## config.mk

```make
export PLATFORM = sky130hd
export DESIGN_NAME = adder_la_host
export DESIGN_NICKNAME = d
export VERILOG_FILES = /design/src/rtl/adder_la_host.sv
export SDC_FILE = /design/constraint.sdc
export NUM_CORES = 1
export LEC_CHECK = 0
export ABC_AREA = 1
export CAP_MARGIN = 5
export CELL_PAD_IN_SITES_DETAIL_PLACEMENT = 0
export CELL_PAD_IN_SITES_GLOBAL_PLACEMENT = 1
export CORE_ASPECT_RATIO = 0.6
export CORE_UTILIZATION = 41
export CTS_CLUSTER_DIAMETER = 120
export DETAILED_ROUTE_END_ITERATION = 7
export MAX_ROUTING_LAYER = met4
export PLACE_DENSITY_LB_ADDON = 0.1
export SLEW_MARGIN = 20
export SYNTH_ARGS = -nofsm -noshare
export SYNTH_HDL_FRONTEND = slang
export SYNTH_SLANG_ARGS = --single-unit
```

## constraint.sdc

```tcl
create_clock -name wb_clk_i -period 6.7 [get_ports wb_clk_i]
set_clock_uncertainty 0.15 [all_clocks]
set_input_delay 0.67 -clock wb_clk_i [delete_from_list [all_inputs] [get_ports wb_clk_i]]
set_output_delay 0.67 -clock wb_clk_i [all_outputs]
set_load 0.01 [all_outputs]
```

## src/rtl/adder_la_host.sv

```systemverilog
// adder_la_host: LFSR-driven test host for an instrumented 32-bit adder.
// Generates operand pairs, strobes the adder, checks sums and keeps saturating
// pass/error/timeout counters per run.
// Optional feature macro: HOST_FIRST_FAIL_CAPTURE_EN adds fail_a/fail_b/fail_s/
// fail_valid capture of the first miscompare in a run.
module adder_la_host #(
  parameter logic [31:0] SEED    = 32'hACE1_2468,
  parameter int unsigned TIMEOUT = 1024
) (
  input  logic        wb_clk_i,
  input  logic        wb_rst_i,
  input  logic        start,
  input  logic [15:0] num_tests,
  output logic        adder_rst,
  output logic        adder_run,
  output logic [31:0] a_out,
  output logic [31:0] b_out,
  input  logic [31:0] s_in,
  input  logic        done_in,
  output logic        busy,
  output logic        run_done,
  output logic [15:0] pass_count,
  output logic [15:0] err_count,
  output logic [15:0] timeout_count
`ifdef HOST_FIRST_FAIL_CAPTURE_EN
  ,
  output logic [31:0] fail_a,
  output logic [31:0] fail_b,
  output logic [31:0] fail_s,
  output logic        fail_valid
`endif
);

  localparam int unsigned DW = 32;
  localparam int unsigned CW = 16;
  // Right-shift Galois taps for x^32 + x^22 + x^2 + x + 1
  localparam logic [DW-1:0] TAPS     = 32'h8020_0003;
  localparam logic [DW-1:0] TMO_LAST = DW'(TIMEOUT - 1);

  typedef enum logic [2:0] {IDLE, LOAD, RUN, WAIT, CHECK, FINISH} state_t;

  state_t          state;
  logic [DW-1:0]   lfsr;
  logic [DW-1:0]   lfsr_b;
  logic [DW-1:0]   lfsr_n2;
  logic [DW-1:0]   sum_exp;
  logic [DW-1:0]   timer;
  logic [CW-1:0]   tests_left;
  logic            timed_out;

  function automatic logic [DW-1:0] lfsr_step(input logic [DW-1:0] v);
    return {1'b0, v[DW-1:1]} ^ (v[0] ? TAPS : '0);
  endfunction

  function automatic logic [CW-1:0] sat_inc(input logic [CW-1:0] v);
    return (v == '1) ? v : v + CW'(1);
  endfunction

  // Next two LFSR values (operand B and the post-load state) and expected sum
  assign lfsr_b  = lfsr_step(lfsr);
  assign lfsr_n2 = lfsr_step(lfsr_b);
  assign sum_exp = a_out + b_out;

  // Host FSM; operands are loaded (and the LFSR stepped twice) as the FSM enters LOAD
  always_ff @(posedge wb_clk_i) begin
    if (wb_rst_i) begin
      state         <= IDLE;
      lfsr          <= SEED;
      adder_rst     <= 1'b1;
      adder_run     <= 1'b0;
      a_out         <= '0;
      b_out         <= '0;
      busy          <= 1'b0;
      run_done      <= 1'b0;
      pass_count    <= '0;
      err_count     <= '0;
      timeout_count <= '0;
      tests_left    <= '0;
      timer         <= '0;
      timed_out     <= 1'b0;
`ifdef HOST_FIRST_FAIL_CAPTURE_EN
      fail_a        <= '0;
      fail_b        <= '0;
      fail_s        <= '0;
      fail_valid    <= 1'b0;
`endif
    end else begin
      run_done <= 1'b0;
      unique case (state)
        IDLE: begin
          if (start) begin
            pass_count    <= '0;
            err_count     <= '0;
            timeout_count <= '0;
`ifdef HOST_FIRST_FAIL_CAPTURE_EN
            fail_valid    <= 1'b0;
`endif
            if (num_tests != '0) begin
              tests_left <= num_tests;
              busy       <= 1'b1;
              a_out      <= lfsr;
              b_out      <= lfsr_b;
              lfsr       <= lfsr_n2;
              adder_rst  <= 1'b1;
              state      <= LOAD;
            end else begin
              run_done <= 1'b1;
            end
          end
        end
        LOAD: begin
          adder_rst <= 1'b0;
          adder_run <= 1'b1;
          state     <= RUN;
        end
        RUN: begin
          timer     <= '0;
          timed_out <= 1'b0;
          state     <= WAIT;
        end
        WAIT: begin
          // done_in wins over a timeout expiring in the same cycle
          if (done_in) begin
            adder_run <= 1'b0;
            state     <= CHECK;
          end else if (timer == TMO_LAST) begin
            err_count     <= sat_inc(err_count);
            timeout_count <= sat_inc(timeout_count);
            timed_out     <= 1'b1;
            adder_run     <= 1'b0;
            state         <= CHECK;
          end else begin
            timer <= timer + DW'(1);
          end
        end
        CHECK: begin
          if (!timed_out) begin
            if (s_in == sum_exp) begin
              pass_count <= sat_inc(pass_count);
            end else begin
              err_count <= sat_inc(err_count);
`ifdef HOST_FIRST_FAIL_CAPTURE_EN
              if (!fail_valid) begin
                fail_a     <= a_out;
                fail_b     <= b_out;
                fail_s     <= s_in;
                fail_valid <= 1'b1;
              end
`endif
            end
          end
          if (tests_left == CW'(1)) begin
            run_done <= 1'b1;
            state    <= FINISH;
          end else begin
            tests_left <= tests_left - CW'(1);
            a_out      <= lfsr;
            b_out      <= lfsr_b;
            lfsr       <= lfsr_n2;
            adder_rst  <= 1'b1;
            state      <= LOAD;
          end
        end
        FINISH: begin
          busy  <= 1'b0;
          state <= IDLE;
        end
        default: state <= IDLE;
      endcase
    end
  end

endmodule

```

=== Yosys cells after proc, flatten, opt, wreduce, memory -nomap -nowiden ===
Index checks and enable logic that the tools add are counted.

* Add/sub/neg operators: 6
* Equality and inequality tests: 23
* Muxes and demuxes: 57
* Bitwise logic cells: 2
* Reduce and logical (&&, ||, !) cells: 19

{| class="wikitable"
|+ Operators by type and width
! cell !! count
|-
| $mux 32 || 13
|-
| $pmux 32 s2 || 4
|-
| $mux 16 || 15
|-
| $pmux 16 s2 || 3
|-
| $xor 31x32->32 || 2
|-
| $add 16x1->16 const B || 3
|-
| $eq 16x16->1 const B || 3
|-
| $pmux 16 s3 || 1
|-
| $add 32x1->32 const B || 1
|-
| $add 32x32->32 || 1
|-
| $eq 32x10->1 const B || 1
|-
| $eq 32x32->1 || 1
|-
| $ne 2x2->1 const B || 11
|-
| $eq 16x1->1 const B || 1
|-
| $reduce_bool 16->1 || 1
|-
| $sub 16x1->16 const B || 1
|-
| $mux 3 || 5
|-
| $pmux 3 s5 || 1
|-
| $reduce_and 3->1 || 4
|-
| $mux 1 || 10
|-
| $reduce_and 5->1 || 2
|-
| $reduce_bool 2->1 || 5
|-
| $pmux 1 s2 || 4
|-
| $reduce_and 4->1 || 2
|-
| 9 further kinds || 12
|}

* Flip-flop bits (word level): 200
* Bits of input ports: 52
* Output and inout port bits: 116

=== Longest topological paths before layout ===
Gate-level depths: netlist (run 1).

* Depth after elaboration: 7
* Mapped depth: 22
* Depth with buffers taken out: 22

=== Worst setup path before layout (run 1) ===
No wires, ideal clock.

* Path type: register -> register
* Start point: register a_out[0]
* End point: register err_count[7]
* Setup time: 0.116 ns
* Arrival time: 2.517 ns
* Data required time: 6.434 ns
* Path slack: 3.918 ns
* Stages on the path, launching flop included: 22
* Buffers on the path: 1
* Period minus slack after synthesis: 2.782 ns
* Cells stage by stage: dfxtp_1 > ha_1 > fa_1 > nand3_1 > nand3_2 > nand2_1 > nand2_1 > nand2_1 > nand2_1 > nand2_1 > nand2_1 > nand2_1 > nand2_1 > nor2_1 > nand2_1 > nor3_2 > nand4_2 > nand2_4 > inv_2 > buf_6 > nor2_2 > nor2_1

* Longest elaborated chain between the ends: 4

{| class="wikitable"
|+ RTL lines
! element !! RTL line !! RTL
|-
| start: declaration || 16 || <nowiki>output logic [31:0] a_out,</nowiki>
|-
| start signal: assignment || 101 || <nowiki>a_out <= lfsr;</nowiki>
|-
| start signal: assignment || 157 || <nowiki>a_out <= lfsr;</nowiki>
|-
| $add 32x32->32 || 62 || <nowiki>assign sum_exp = a_out + b_out;</nowiki>
|-
| $eq 32x32->1 || 138 || <nowiki>if (s_in == sum_exp) begin</nowiki>
|-
| $ne 2x2->1 (no line) || -- ||
|-
| $reduce_and 6->1 (no line) || -- ||
|-
| end signal: assignment || 127 || <nowiki>err_count <= sat_inc(err_count);</nowiki>
|-
| end signal: assignment || 141 || <nowiki>err_count <= sat_inc(err_count);</nowiki>
|-
| end: declaration || 23 || <nowiki>output logic [15:0] err_count,</nowiki>
|}

Every way passes these cells.
A chain may end at the register's enable or synchronous reset.

=== Worst setup path in the final report (run 1) ===
* Start point: register state[2]
* End point: register b_out[0]

* Longest elaborated chain between the ends: 3

{| class="wikitable"
|+ RTL lines
! element !! RTL line !! RTL
|-
| start: declaration || 42 || <nowiki>state_t state;</nowiki>
|-
| start signal: assignment || 67 || <nowiki>state <= IDLE;</nowiki>
|-
| start signal: assignment || 105 || <nowiki>state <= LOAD;</nowiki>
|-
| start signal: assignment || 114 || <nowiki>state <= RUN;</nowiki>
|-
| $eq 3x3->1 or $logic_not 3->1 (tied branches) || 89 || <nowiki>unique case (state)</nowiki>
|-
| $ne 2x2->1 (no line) or $reduce_bool 2->1 (tied branches) || -- ||
|-
| $reduce_and 4->1 (no line) || -- ||
|-
| end signal: assignment || 102 || <nowiki>b_out <= lfsr_b;</nowiki>
|-
| end signal: assignment || 158 || <nowiki>b_out <= lfsr_b;</nowiki>
|-
| end: declaration || 17 || <nowiki>output logic [31:0] b_out,</nowiki>
|}

Several ways; a longest one is shown, not always the timed one.

==> metrics.sh, run 1 <==
SLOWEST_DELAY_PS=690
SETUP.WORST_PATH.END_CLASS='flip-flop'
CTS-BUFFERS-INSERTED=17
SETUP_VIOLATORS_FINAL=0
POWER_SWITCHING_SHARE_PCT=37.6
PORTBUFFERS=167
COMBINATIONALPOWERSHARE_PCT=36.0
RR_STARTPOINT='state[2]'
GRT_PASS1_VIAS=9951
GRT_FIRST_PASS_WIRELENGTH_MICRONS=53400
WORST_EP_ARRIVAL_TIME_PS=3790
SETUP_TOTAL_NEGATIVE_SLACK_PS=0
NUMBER_OF_ROWS_IN_THE_CORE_AREA=46
POST-SYNTH-TOP-AREA-FRACTION_PCT=27.7
NETLIST_INSTANCES=1798
FINALWEIGHTEDCONGESTION=0.907
HTREE_NUM_LEVELS=4
CLOCK_POWER_SHARE_PCT=28.9
P_INT_mW=2.11
TIMING.CRITICAL_PATH.FANOUT_MAX=60
FINALWIRELENGTH_MICRONS=33500
DRT-WIRELENGTH-PER-CELL_MICRONS=14.7
GLOBAL_ROUTE.USAGE.TOTAL_PCT=25.0
POWER.DENSITY_mW_PER_MM2=254
SYNTH-EDFF-COUNT=0
CORE_FOOTPRINT_SQ_MM=0.0265
CTS_HOLD_REPAIR_BUFFERS=0
CTS_RESIZED=0
SYNTH.AVG_CELL_AREA_SQ_UM=6.18
FMAX_MHz=275
WORSTHOLDENDPOINT='lfsr[27]'
REMAINING_DRC_ERRORS=0
SEQUENTIALPOWERSHARE_PCT=35.1
YS_TOP_CELLS_BY_COUNT='489 x sky130_fd_sc_hd__nand2_1, 227 x sky130_fd_sc_hd__inv_1, 222 x sky130_fd_sc_hd__nor2_1'
SHARE_OF_THE_YOSYS_CHIP_AREA_BELONGING_TO_REGISTERS_PCT=27.7
POST-ROUTE-WORST-SETUP-SLACK_PS=3060
FINAL-MAX-SLEW-VIOLATION-COUNT=0
POST-PLACE-CELLS=2240
CP_DATA_REQUIRED_TIME_PS=6850
LEAST_MARGIN_PIN_SLEW_PS=957
YS_SEQ_ELEMENTS=154
YOSYSMOSTFREQUENTCELL='sky130_fd_sc_hd__nand2_1'
ANTENNA_FOUND_INITIAL=0
GRT_START_MAX_NET_PINS=74
START_UTIL_PCT=41.9
GRT-OVFL-TOTAL=0
CTS-ROOT-TO-SINK-BUFFERS=2
MIN_PATH_TYPE='flip-flop to flip-flop'
PLACEMENT.CELL_AREA_SQ_MM=0.0127
CLOCK_SINKS=154
WORST_PATH_MAX_DELAY_CELL='sky130_fd_sc_hd__inv_2'
MAX-VDD-IR-DROP_uV=185
BOUNDARYPINS=168
FINAL_CELL_COUNT_NO_FILL=2272
COUNT_OF_CELLS_ALONG_THE_WORST_REGISTER_TO_REGISTER_PATH=12
R2R_SLACK_PS=3060
DETAILEDROUTE.FIRSTITERATIONVIOLATIONS=1014
DOMINANTREGCELLSYNTH='sky130_fd_sc_hd__dfxtp_1'
SYNTHESIS.YOSYS.WARNINGS=0
WORSTPATHCELLLIST='inv_1, nor2_4, buf_4, inv_1, nor2_1, nand3_1, nand2_1, nor2_4, inv_2, nor2_1, inv_1, a21oi_1'
SUMMED_INSTANCE_AREA_OF_THE_SYNTHESIZED_NETLIST_SQ_MM=0.0111
PATH_BUF_INV=5
ANTENNADIODECOUNT=0
DRT.ANTENNA.VIOLATING_NETS=0
SHARE_OF_FINAL_LAYOUT_STANDARD_CELLS_STRONGER_THAN_DRIVE_STRENGTH_1_PCT=6.38
SYNTH_CELL_TYPE_COUNT=58
ROUTE.DETAILED.VIAS_PER_INST=5.01
WORSTHOLDSTART='lfsr[27]'
WORST_HOLD_PATH.NUM_CELLS=2
TRITONCTS='built'
FINALNETCOUNT=1989
RSZ0062_AT_GRT='false'
CLK_LATENCY_PS=440
RUN_STATUS='finished clean'
AREAGROWTHSYNTHTOFINISH_PCT=19.9
YS_TOP_CELLS_BY_AREA='sky130_fd_sc_hd__dfxtp_1 28%, sky130_fd_sc_hd__nand2_1 17%, sky130_fd_sc_hd__inv_1 7.7%'
DP.FINAL_HPWL_MICRONS=25800
CRIT_FAMILY='buffers and inverters'
DIE_AR_SQ_MM=0.0278
CLKSLEWWORSTSETUPHOLDPATHS_PS=70
DRT_FIRST_PASS_ITERS=5
SYNTHDOMINANTAREACELLTYPE='sky130_fd_sc_hd__dfxtp_1'
POSTSYNTHNETCOUNT=1888
MIN_PERIOD_OVER_PERIOD_PCT=54.3
DIE_WIDTH_MICRONS=215
PRECTSSETUPSLACK_PS=2990
CRIT_PATH_FREQUENT_CELL='sky130_fd_sc_hd__inv_1'
ASYNC_FLOP_SHARE_PCT=0
PERIOD_NEEDED_PS=3640
DR_TOTAL_VIAS=11387
MAX_CAP_VIOL_COUNT=0
CRITICAL_PATH.STARTPOINT_TYPE='flip-flop'
POST_CTS_BUFFERS=0
LAYOUT.CELL_AREA.NON_FILLER_SQ_MM=0.0133
REGTOREGENDPOINT='b_out[0]'
ROOT_BUFFER='sky130_fd_sc_hd__clkbuf_16'
FP.DIEH_MICRONS=130
FINALHOLDVIOLATIONS=0
MAX_SLEW_MARGIN_PCT=36.1
POWER.SWITCHING_mW=1.27
TIMING_WORST_SETUP_PATH_TYPE='flip-flop to flip-flop'
STATIC-LEAKAGE-POWER_nW=5.87
[cell type report]
type,count,area [sq um]
Fill cell,2718,13200
Multi-Input combinational cell,1311,6570
Sequential cell,154,3080
Timing Repair Buffer,173,1710
Inverter,242,908
Clock buffer,19,453
Tap cell,360,450
Clock inverter,13,138
[power groups by stage]
stage          combinational, mW  sequential (mW)  clock, mW
6_report                    1.22             1.19      0.977
5_1_grt                     1.36             1.21       1.05
4_1_cts                     1.21             1.19       1.00
3_5_place_dp                1.21             1.20          0
3_3_place_gp                1.21             1.20          0
2_1_floorplan              0.840             1.17          0
[sequential cells by signal, summed over array words and instances (netlist names), 3 cells and up]
name,flops
b_out,4
pass_count,16
tests_left,16
timer,32
lfsr,15
err_count,16
timeout_count,16
a_out,31
state,3
[routing by layer]
metal,GRT usage [%],wire (microns),up-vias
met5,-,0,-
met4,4.20,224,0
met3,5.40,2130,18
met2,34.3,13300,305
met1,37.0,17800,5082
li1,-,-,5982
[worst max-delay path by stage]
| stage | start | endpoint | slack, ps | cells after the start |
|---|---|---|---|---|
| 5_1_grt | state[2] | b_out[0] | 2690 | 12 |
| 4_1_cts | state[2] | b_out[0] | 3050 | 12 |
| 3_3_place_gp | state[2] | b_out[0] | 3030 | 12 |
| 2_1_floorplan | a_out[0] | err_count[7] | 3920 | 21 |
| 3_5_place_dp | num_tests[8] | b_out[0] | 2990 | 11 |
| 6_report | state[2] | b_out[0] | 3060 | 12 |
[placed cells by master, fill, tap and decap left out, types with 3 or more instances in the layout]
cell type,instances
sky130_fd_sc_hd__a2111oi_0,3
sky130_fd_sc_hd__a211oi_1,9
sky130_fd_sc_hd__a21oi_1,115
sky130_fd_sc_hd__a21oi_2,4
sky130_fd_sc_hd__a31oi_1,11
sky130_fd_sc_hd__buf_4,6
sky130_fd_sc_hd__clkbuf_16,17
sky130_fd_sc_hd__clkdlybuf4s50_1,166
sky130_fd_sc_hd__clkinv_2,5
sky130_fd_sc_hd__dfxtp_1,154
sky130_fd_sc_hd__ha_1,37
sky130_fd_sc_hd__inv_1,227
sky130_fd_sc_hd__inv_2,15
sky130_fd_sc_hd__inv_6,3
sky130_fd_sc_hd__nand2_1,489
sky130_fd_sc_hd__nand2_2,10
sky130_fd_sc_hd__nand3_1,110
sky130_fd_sc_hd__nand3_2,6
sky130_fd_sc_hd__nand3b_1,9
sky130_fd_sc_hd__nand4_1,47
sky130_fd_sc_hd__nor2_1,220
sky130_fd_sc_hd__nor2_2,24
sky130_fd_sc_hd__nor2_4,5
sky130_fd_sc_hd__nor3_1,32
sky130_fd_sc_hd__nor3_2,7
sky130_fd_sc_hd__nor3b_1,3
sky130_fd_sc_hd__nor4_1,13
sky130_fd_sc_hd__o211ai_1,5
sky130_fd_sc_hd__o21a_1,3
sky130_fd_sc_hd__o21ai_0,64
sky130_fd_sc_hd__o21ai_1,8
sky130_fd_sc_hd__o21bai_1,6
sky130_fd_sc_hd__or2_2,5
sky130_fd_sc_hd__xnor2_1,18
sky130_fd_sc_hd__xor2_1,23
[metrics by stage]
| stage | total power, mW | util (%) | hold slack (ps) |
|---|---|---|---|
| 2_1_floorplan | 2.01 | - | 279 |
| 3_3_place_gp | 2.41 | 48.0 | 290 |
| 3_5_place_dp | 2.41 | 48.0 | 296 |
| 4_1_cts | 3.40 | 50.2 | 313 |
| 5_1_grt | 3.62 | 50.2 | 361 |
| 6_report | 3.38 | 50.2 | 311 |
[worst register-to-register path: cells and delay by family, from the launching register on]
kind	cells	cell delay, ps
buffers and inverters	5	1840
AND/OR/NAND/NOR	6	930
flip-flops	1	510
AO/OA/AOI/OAI	1	70
[logic make-up after synthesis]
family / share of synthesized area (%)
flops: 27.7
simple gates: 39.3
xor+xnor: 3.23
fa+ha+maj: 4.35
compound gates: 12.2
buf+inv: 13.2
No activity file was read; power rests on OpenSTA's default activity.
==> inputs of run 2 (changes only) <==
- CORE_UTILIZATION: 41 -> 35
- clock period: 6.7 -> 3.1 ns (I/O delays scaled with it)
==> run 2 against run 1 <==
Sequential share of layout area down 2.0 points. Clock-buffer cell count down 2. Wire length up 13%. Sequential power grew 120%. Total power grew 130%. Die area rose by 17%. Utilization shrank 2.7 points. Fmax rose by 23%. First-iteration DRC count down 14%. Clock power rose by 110%. Register-to-register slack lost 2900 ps. Combinational power increased to 2.7 times the previous value. Largest power group unchanged. Highest routed layer unchanged.
==> metrics.sh, run 2 (synthesis results as in run 1) <==
POST-PLACE-CELLS=2391  # was 2240
GLOBALROUTE.BUSIESTLAYER='met1'  # unchanged
CLOCK_SINKS=154  # unchanged
LEAST_MARGIN_PIN_SLEW_PS=845  # was 957 ps
SETUP.WORST_PATH.END_CLASS='flip-flop'  # unchanged
ANTENNADIODECOUNT=0  # unchanged
MIN_PATH_TYPE='flip-flop to flip-flop'  # unchanged
MAX-VDD-IR-DROP_uV=316  # was 185 uV
SHARE_OF_FINAL_LAYOUT_STANDARD_CELLS_STRONGER_THAN_DRIVE_STRENGTH_1_PCT=16.4  # was 6.38%
TIMING.CRITICAL_PATH.FANOUT_MAX=9  # was 60
START_UTIL_PCT=35.6  # was 41.9%
GLOBAL_ROUTE.USAGE.TOTAL_PCT=23.7  # was 25.0%
PRECTSSETUPSLACK_PS=-251  # was 2990 ps
NUMBER_OF_ROWS_IN_THE_CORE_AREA=50  # was 46
MET3_GLOBAL_ROUTE_USAGE_PCT=4.34  # was 5.40%
FINALHOLDVIOLATIONS=0  # unchanged
CRITICAL_PATH.STARTPOINT_TYPE='flip-flop'  # unchanged
DR_TOTAL_VIAS=12027  # was 11387
MOSTFREQUENTLAYOUTCELLS='461 x sky130_fd_sc_hd__nand2_1, 225 x sky130_fd_sc_hd__inv_1, 209 x sky130_fd_sc_hd__nor2_1'  # was 489 x sky130_fd_sc_hd__nand2_1, 227 x sky130_fd_sc_hd__inv_1, 220 x sky130_fd_sc_hd__nor2_1
TRITONCTS='built'  # unchanged
LAYOUT.CELL_AREA.NON_FILLER_SQ_MM=0.0148  # was 0.0133 sq mm
SETUP_VIOLATORS_FINAL=0  # unchanged
STATIC-LEAKAGE-POWER_nW=6.46  # was 5.87 nW
FINALWIRELENGTH_MICRONS=37700  # was 33500 microns
ROOT_BUFFER='sky130_fd_sc_hd__clkbuf_16'  # unchanged
POWER.DENSITY_mW_PER_MM2=530  # was 254 mW/mm^2
ANTENNA_FOUND_INITIAL=0  # unchanged
WORST_EP_ARRIVAL_TIME_PS=3150  # was 3790 ps
COMMONEST_NON_FILL_NON_TAP_CELL_IN_THE_LAYOUT='sky130_fd_sc_hd__nand2_1'  # unchanged
FINALWEIGHTEDCONGESTION=0.918  # was 0.907
CLK_LATENCY_PS=440  # about the same
GRT_FIRST_PASS_WIRELENGTH_MICRONS=58800  # was 53400 microns
TOTALPOWERFINAL_mW=7.86  # was 3.38 mW
FINAL_CELL_COUNT_NO_FILL=2430  # was 2272
BOUNDARYPINS=168  # unchanged
TIMING_WORST_SETUP_PATH_TYPE='flip-flop to flip-flop'  # unchanged
DP.FINAL_HPWL_MICRONS=29200  # was 25800 microns
POST-ROUTE-WORST-SETUP-SLACK_PS=142  # was 3060 ps
MULTI_INPUT_LOGIC_AREA_SQ_MM=0.00712  # was 0.00657 sq mm
GRT_START_MAX_NET_PINS=73  # was 74
MAX_SLEW_MARGIN_PCT=43.6  # was 36.1%
FP.DIEH_MICRONS=140  # was 130 microns
CORE_FOOTPRINT_SQ_MM=0.0312  # was 0.0265 sq mm
DIE_AR_SQ_MM=0.0325  # was 0.0278 sq mm
PORTBUFFERS=167  # unchanged
DRT_FIRST_PASS_ITERS=5  # unchanged
CTS-ROOT-TO-SINK-BUFFERS=2  # unchanged
HTREE_NUM_LEVELS=4  # unchanged
GRTUSAGEMET2_PCT=31.2  # was 34.3%
DIE_WIDTH_MICRONS=232  # was 215 microns
DETAILEDROUTE.FIRSTITERATIONVIOLATIONS=877  # was 1014
AREAGROWTHSYNTHTOFINISH_PCT=33.4  # was 19.9%
GRT-OVFL-TOTAL=0  # unchanged
CLKSLEWWORSTSETUPHOLDPATHS_PS=70  # about the same
RUN_STATUS='finished clean'  # unchanged
FINALHOLDWORSTSLACK_PS=309  # was 311 ps
DRT-WIRELENGTH-PER-CELL_MICRONS=15.5  # was 14.7 microns
SETUP_TOTAL_NEGATIVE_SLACK_PS=0  # unchanged
ROUTE.DETAILED.VIAS_PER_INST=4.95  # was 5.01
MAX_CAP_VIOL_COUNT=0  # unchanged
GRT_PASS1_VIAS=10641  # was 9951
DRT.ANTENNA.VIOLATING_NETS=0  # unchanged
MIN_PERIOD_OVER_PERIOD_PCT=95.4  # was 54.3%
FINISH.UTILIZATION_PCT=47.5  # was 50.2%
LARGEST_REGISTER_FF_COUNT=32  # unchanged
GRT_UTIL_MET1_PCT=37.1  # was 37.0%
FINAL-SEQ-AREA_SQ_MM=0.00314  # was 0.00308 sq mm
FMAX_MHz=338  # was 275 MHz
NUM-FILL-CELLS=3171  # was 2718
LARGEST-REGISTER='timer'  # unchanged
FINALNETCOUNT=2091  # was 1989
CP_DATA_REQUIRED_TIME_PS=3290  # was 6850 ps
PERIOD_NEEDED_PS=2960  # was 3640 ps
REMAINING_DRC_ERRORS=0  # unchanged
FINAL-MAX-SLEW-VIOLATION-COUNT=0  # unchanged
PLACEMENT.CELL_AREA_SQ_MM=0.0136  # was 0.0127 sq mm
LARGEST_REGISTERS='timer x32, a_out x31'  # unchanged
CTS-BUFFERS-INSERTED=17  # unchanged
RSZ0062_AT_GRT='true'  # was false
==> run 2: cell types whose count changed in the layout (fill, tap and decap cells not counted), moves of 9 or more <==
cell	change
sky130_fd_sc_hd__dfxtp_4	+11
sky130_fd_sc_hd__dfxtp_1	-24
sky130_fd_sc_hd__a21oi_1	-9
sky130_fd_sc_hd__ha_1	-24
sky130_fd_sc_hd__dfxtp_2	+13
sky130_fd_sc_hd__nor2_1	-11
sky130_fd_sc_hd__ha_4	+22
sky130_fd_sc_hd__nand2_1	-28
sky130_fd_sc_hd__nand2_2	+23
sky130_fd_sc_hd__buf_4	+95
==> run 2: power by group <==
group	switching [mW]	internal, mW	total, mW
registers	0.316	2.24	2.56
clock network	0.974	1.06	2.03
logic	1.77	1.51	3.28
==> run 2: worst paths after layout <==
check	endpoint	from	cells after the start	slack (ps)
setup / recovery	err_count[3]	a_out[4]	17	140
hold / removal	lfsr[6]	lfsr[6]	2	310
setup reg to reg	err_count[3]	a_out[4]	17	140
hold reg to reg	lfsr[6]	lfsr[6]	2	310
==> run 2: cell type report <==
cell class | instances | share of cell area, %
clock inverters | 15 | 0.920
repair buffers | 275 | 17.3
inverters | 242 | 6.15
clock buffers | 17 | 2.87
flip-flops and latches | 154 | 21.2
multi-input cells | 1311 | 48.0
well taps | 416 | 3.51
==> run 2: what timing repair did <==
item | CTS | global route
pin swaps | 4 | 15
hold endpoints to repair | 3 | 0
resized for setup | 44 | 96
hold buffers | 1 | 0
setup buffers | 1 | 3
cloned | 1 | 1
endpoints found under the setup margin | 32 | 32
==> run 2: critical path, cell delays in order, from the launching register on <==
cell and delay [ps]:
sky130_fd_sc_hd__dfxtp_4 370, sky130_fd_sc_hd__ha_1 340, sky130_fd_sc_hd__nand2_1 120, sky130_fd_sc_hd__nor2_2 200, sky130_fd_sc_hd__nand2_1 90, sky130_fd_sc_hd__nand3_2 100
sky130_fd_sc_hd__buf_4 120, sky130_fd_sc_hd__xor2_1 140, sky130_fd_sc_hd__nand2_1 80, sky130_fd_sc_hd__nor2_2 120, sky130_fd_sc_hd__nand2_2 100, sky130_fd_sc_hd__nor3_4 300
sky130_fd_sc_hd__nand4_2 160, sky130_fd_sc_hd__nand2_4 140, sky130_fd_sc_hd__clkbuf_16 170, sky130_fd_sc_hd__nand2_1 50, sky130_fd_sc_hd__nand2_1 50, sky130_fd_sc_hd__nor2_1 50
==> run 2: layer usage <==
metal | part of all wire (%) | wire (microns) | vias to the layer above
met2 | 39 | 14800 | 301
met4 | 0.47 | 176 | 0
li1 | - | - | 6169
met1 | 55 | 20700 | 5541
met3 | 5.5 | 2090 | 16
met5 | 0 | 0 | -
==> variant 1 (config.mk and constraints of run 1) <==
The option `HOST_FIRST_FAIL_CAPTURE_EN` is turned on by a define.
--- a/src/rtl/adder_la_host.sv
+++ b/src/rtl/adder_la_host.sv
@@ -5,2 +5,4 @@
 // fail_valid capture of the first miscompare in a run.
+`define HOST_FIRST_FAIL_CAPTURE_EN
+
 module adder_la_host #(
Formal check against the unedited RTL (old outputs only; new: fail_a, fail_b, fail_s and fail_valid): equivalent (equiv_simple and equiv_induct, registers matched by name and starting in step).
==> variant 1 against run 1 <==
- combinational power up 6%
- area after synthesis up 21%
- core utilization up 1.2 points
- non-clock buffer count up 103
- sequential cell count up 68
- die area up 21%
- cell area up 25%
- global-route usage up 2.8 points
- sequential power up 35%
- total power up 27%
- routed wire length up 38%
- worst setup slack worse by 1.1 ns
==> variant 1: results (changes against run 1) <==
r2r_start: "a_out[0]"
swShare: 0.3571  # -0.01854
holdPathEnd: "lfsr[31]"
reg2reg_depth: 20  # +8
grt_pass1_wl_um: 71450  # +34%
async_flop_share: 0  # unchanged
cts_max_level: 1  # -3
vdd.ir_drop.worst_mv: 0.2105  # +14%
ys_seq_area_frac: 0.3294  # +0.05196
post-dp-hpwl_um: 34320  # +33%
insertion_delay_ns: 0.55  # +0.11 ns
post_cts_buffers: 0  # unchanged
clock_path_buffers: 3  # +1
outcome: "completed"
place_congestion: 1.006  # +11%
syn_nets: 2184  # +16%
antenna_found_initial: 3  # +3
cts-resized-gates: 0  # unchanged
vias: 14070  # +24%
tightestPinTransition_ns: 0.9782  # +0.02098 ns
cp_max_fo: 37  # -38%
wl_um: 46310  # +38%
pg_clk_mw: 1.39  # +42%
synth.distinct_cells: 52  # -10%
netlist_top_cells_area: "dfxtp_1 (33%), nand2_1 (15%), a21oi_1 (6.8%), nor2_1 (6.5%), inv_1 (6.0%)"
top_regs: "fail_s (32), timer (32)"
p_seq_mw: 1.61  # +35%
clk_pin_slew_ns: 0.06
layout-drive-gt1-share: 0.03722  # -0.02659
min_from: "lfsr[31]"
r2r-end: "fail_s[31]"
yosysWarnings: 0  # unchanged
finish.net_count: 2330  # +17%
grt_pass1_vias: 12220  # +23%
leakage_nw: 6.818  # +16%
hold_class: "flop to flop"
cts_root_buf: "clkbuf_16"
cts_buffers: 24  # +7
reg2reg_slack_ns: 1.98  # -1.08 ns
grt_max_degree: 70  # -5.4%
place.port_buffers: 264  # +58%
drt_pre_antenna_iters: 5  # unchanged
grtUsageTotal: 0.2777  # +0.02796
synth_common_cells: "nand2_1 (550), nor2_1 (233), dfxtp_1 (222), inv_1 (217), a21oi_1 (184)"
first_iter_violations: 1163  # +15%
hold_depth: 2  # unchanged
variant 1: cell types whose count changed in the layout (fill, tap and decap cells not counted), moves of 10 or more:
cell | run 1 | this run
clkdlybuf4s50_1 | 166 | 263
a21oi_1 | 115 | 184
dfxtp_1 | 154 | 222
nand2_1 | 489 | 550
nand4_1 | 47 | 90
nand3_1 | 110 | 144
nor2_2 | 24 | 6
inv_1 | 227 | 216
nor2_1 | 220 | 230
variant 1: worst max path at each step:
| stage | from | endpoint | slack (ns) | cells after the start |
|---|---|---|---|---|
| floorplan | a_out[0] | fail_a[14] | 3.84 | 20 |
| global placement | a_out[0] | fail_s[23] | 2.07 | 20 |
| detailed placement | a_out[0] | fail_s[31] | 2.06 | 20 |
| CTS | a_out[0] | fail_s[31] | 2.03 | 20 |
| global route | a_out[0] | fail_s[31] | 1.53 | 20 |
| finish | a_out[0] | fail_s[31] | 1.98 | 20 |
variant 1: cells by family after synthesis:
family                   after synthesis  share of synthesized area
AO/OA/AOI/OAI                        307                     0.1258
XOR/XNOR                              32                    0.02077
adder cells (fa/ha/maj)               38                    0.03580
buffers and inverters                383                     0.1314
flip-flops                           222                     0.3294
AND/OR/NAND/NOR                     1112                     0.3568
variant 1: final cells by class:
class,instances,area (um^2)
tap,424,530.5
antenna,3,7.507
clock buffer,37,719.4
clock inverter,6,93.84
timing repair buffer,276,2730
fill,3290,15750
inverter,227,854.6
multi-input combinational,1489,7291
sequential,222,4444
variant 1: layer usage:
layer	part of all wire	track usage	vias up
met3	0.084	0.05159	37
li1	-	-	7102
met1	0.53	0.4381	6403
met5	0	-	-
met4	0.013	0.03999	0
met2	0.37	0.3590	531
variant 1: critical path: stages (launching register included):
cell     delay [ns]
dfxtp_1        0.68
ha_1           0.32
fa_1           0.26
nand2_1        0.08
a21oi_1        0.26
nand3_1        0.15
nand3_1        0.22
nand2_1        0.11
nand2_1        0.08
nand2_1        0.11
nand2_1        0.09
nand2_1        0.05
nand2_1        0.07
nor2_1         0.04
nand2_1        0.07
nor2_2         0.05
nand2_2        0.30
nand3_2        0.71
buf_4          0.55
nand2_1        0.11
a21oi_1        0.07
variant 1: metrics by stage:
step	area (um^2)	cells	worst slack [ns]	total power [mW]	hold slack [ns]
after floorplan	13490	2094	3.841	2.423	0.2792
after global placement	15850	2638	2.073	2.899	0.2887
after detailed placement	15850	2638	2.060	2.901	0.2945
after CTS	16660	2681	2.028	4.297	0.3103
after global routing	16670	2684	1.530	4.518	0.3270
final	16670	2684	1.981	4.283	0.3071
==> variant 2 (config.mk and constraints of run 1) <==
Without the edit above. Encoding of `state_t`: now one-hot (6 bits for 6 states).
--- a/src/rtl/adder_la_host.sv
+++ b/src/rtl/adder_la_host.sv
@@ -39,3 +39,3 @@
 
-  typedef enum logic [2:0] {IDLE, LOAD, RUN, WAIT, CHECK, FINISH} state_t;
+  typedef enum logic [5:0] {IDLE = 6'b000001, LOAD = 6'b000010, RUN = 6'b000100, WAIT = 6'b001000, CHECK = 6'b010000, FINISH = 6'b100000} state_t;
 
Check against the original RTL: same outputs for any inputs over 4 cycles, from zero or initial values and one cycle with wb_rst_i high; so few cycles prove little.
==> variant 2 against run 1 <==
- clock power about the same
- routed wire length increased by 5.4%
- final cell count up 1.1%
- largest cell class unchanged
- sequential share of layout area up 0.42 points
- cell area increased by 0.15%
- sequential cell count grew 3
- sequential power is 10% higher
- area after synthesis up 0.34%
- total power increased by 19%
- die area grew 0.33%
- global-route usage increased by 1.1 points
- worst setup slack got worse by 0.63 ns
- first-iteration DRC count grew 17%
==> variant 2: results (changes against run 1) <==
power_density_nw_per_um2: 302.2  # +19%
pwr-share-seq: 0.324  # -0.027
num-clock-buffers: 17  # -2
area_growth_pct: 19.64
holdPathEnd: "timed_out"
grt_pass1_wl_um: 55280  # +3.5%
swShare: 0.4212  # +0.04553
pg_clk_mw: 0.976  # about the same
syn_nets: 1915  # +1.4%
synth_compound_area_frac: 0.1103  # -0.01186
place_area_um2: 12750  # +0.22%
synthCells: 1825  # +1.5%
ys_seq_area_frac: 0.2819  # +0.004453
vdd.ir_drop.worst_mv: 0.1755  # -4.9%
critPathMaxStageDelay_ns: 0.72  # +0.03 ns
synth.distinct_cells: 48  # -17%
hold_class: "flop to flop"
grt_max_degree: 66  # -11%
slew_headroom: 0.3499  # -0.01100
grt_pass1_vias: 9917  # -0.34%
buf_share: 0.1272  # -0.001318
insertion_delay_ns: 0.45
reg2reg_depth: 18  # +6
cp.arrival_ns: 4.45  # +0.66 ns
layout-drive-gt1-share: 0.04184  # -0.02197
syn_area_um2: 11150  # +0.34%
post-dp-hpwl_um: 27280  # +5.9%
dp_cells: 2264  # +1.1%
reg2reg_slack_ns: 2.43  # -0.63 ns
inv_count: 250  # +3.3%
netlist_top_cells_area: "dfxtp_1 (28%), nand2_1 (18%), inv_1 (8.1%), nor2_1 (7.2%), a21oi_1 (5.7%)"
dp_slack_ns: 2.587  # -0.4061 ns
synthAdderAreaFrac: 0.04332  # -0.0001464
multi_input_area_um2: 6526  # -0.72%
grtUsageTotal: 0.2610  # +0.01124
first_iter_violations: 1185  # +17%
min_from: "timed_out"
multi_input_cells: 1326  # +1.1%
cts_root_buf: "clkbuf_16"
leakage_nw: 5.846  # -0.48%
wl_um: 35300  # +5.4%
r2r_start: "a_out[4]"
seqCellArea_um2: 3143  # +1.9%
r2r-end: "pass_count[5]"
finish.net_count: 2013  # +1.2%
place_congestion: 0.9579  # +5.6%
post_cts_buffers: 0  # unchanged
hold_ws_ns: 0.3085  # -0.002028 ns
synth_common_cells: "nand2_1 (532), inv_1 (240), nor2_1 (214), dfxtp_1 (157), a21oi_1 (127)"
nFlopsAndLatches: 157  # +1.9%
critPathTopFamily: "simple AND/OR/NAND/NOR gates"
slowest_stage: "nand2_1"
fill_cells: 2772  # +2.0%
avgViaCountPerCell: 5.068  # +1.1%
n_all_buffers: 171  # -1.2%
clkCellAreaFrac: 0.04353  # -0.0008169
outcome: "completed"
cp_max_fo: 30  # -50%
vias: 11640  # +2.2%
clk_pin_slew_ns: 0.07  # about the same
[variant 2: cell types whose count changed in the layout (fill, tap and decap cells not counted), sizes merged, moves of 8 or more]
cell   change
nand2     +39
nor2      -29
xor2      +12
nand3     +11
o21ai     -11
a21oi     +10
inv        +8
nand4      -8
[variant 2: worst max-delay path by stage]
| stage | to | slack, ns | cells after the start | start |
|---|---|---|---|---|
| 3_5_place_dp | pass_count[6] | 2.59 | 18 | a_out[4] |
| 6_report | pass_count[5] | 2.43 | 18 | a_out[4] |
| 2_1_floorplan | pass_count[10] | 3.90 | 23 | b_out[0] |
| 3_3_place_gp | pass_count[10] | 2.61 | 18 | a_out[4] |
| 5_1_grt | pass_count[0] | 2.01 | 18 | a_out[4] |
| 4_1_cts | pass_count[8] | 2.57 | 18 | a_out[4] |
[variant 2: routing by layer]
layer	GRT usage	wire length, um	vias up
li1	-	-	6016
met1	0.4244	20260	5245
met2	0.3099	12360	356
met3	0.05874	2468	18
met4	0.03950	208	0
met5	-	0	-
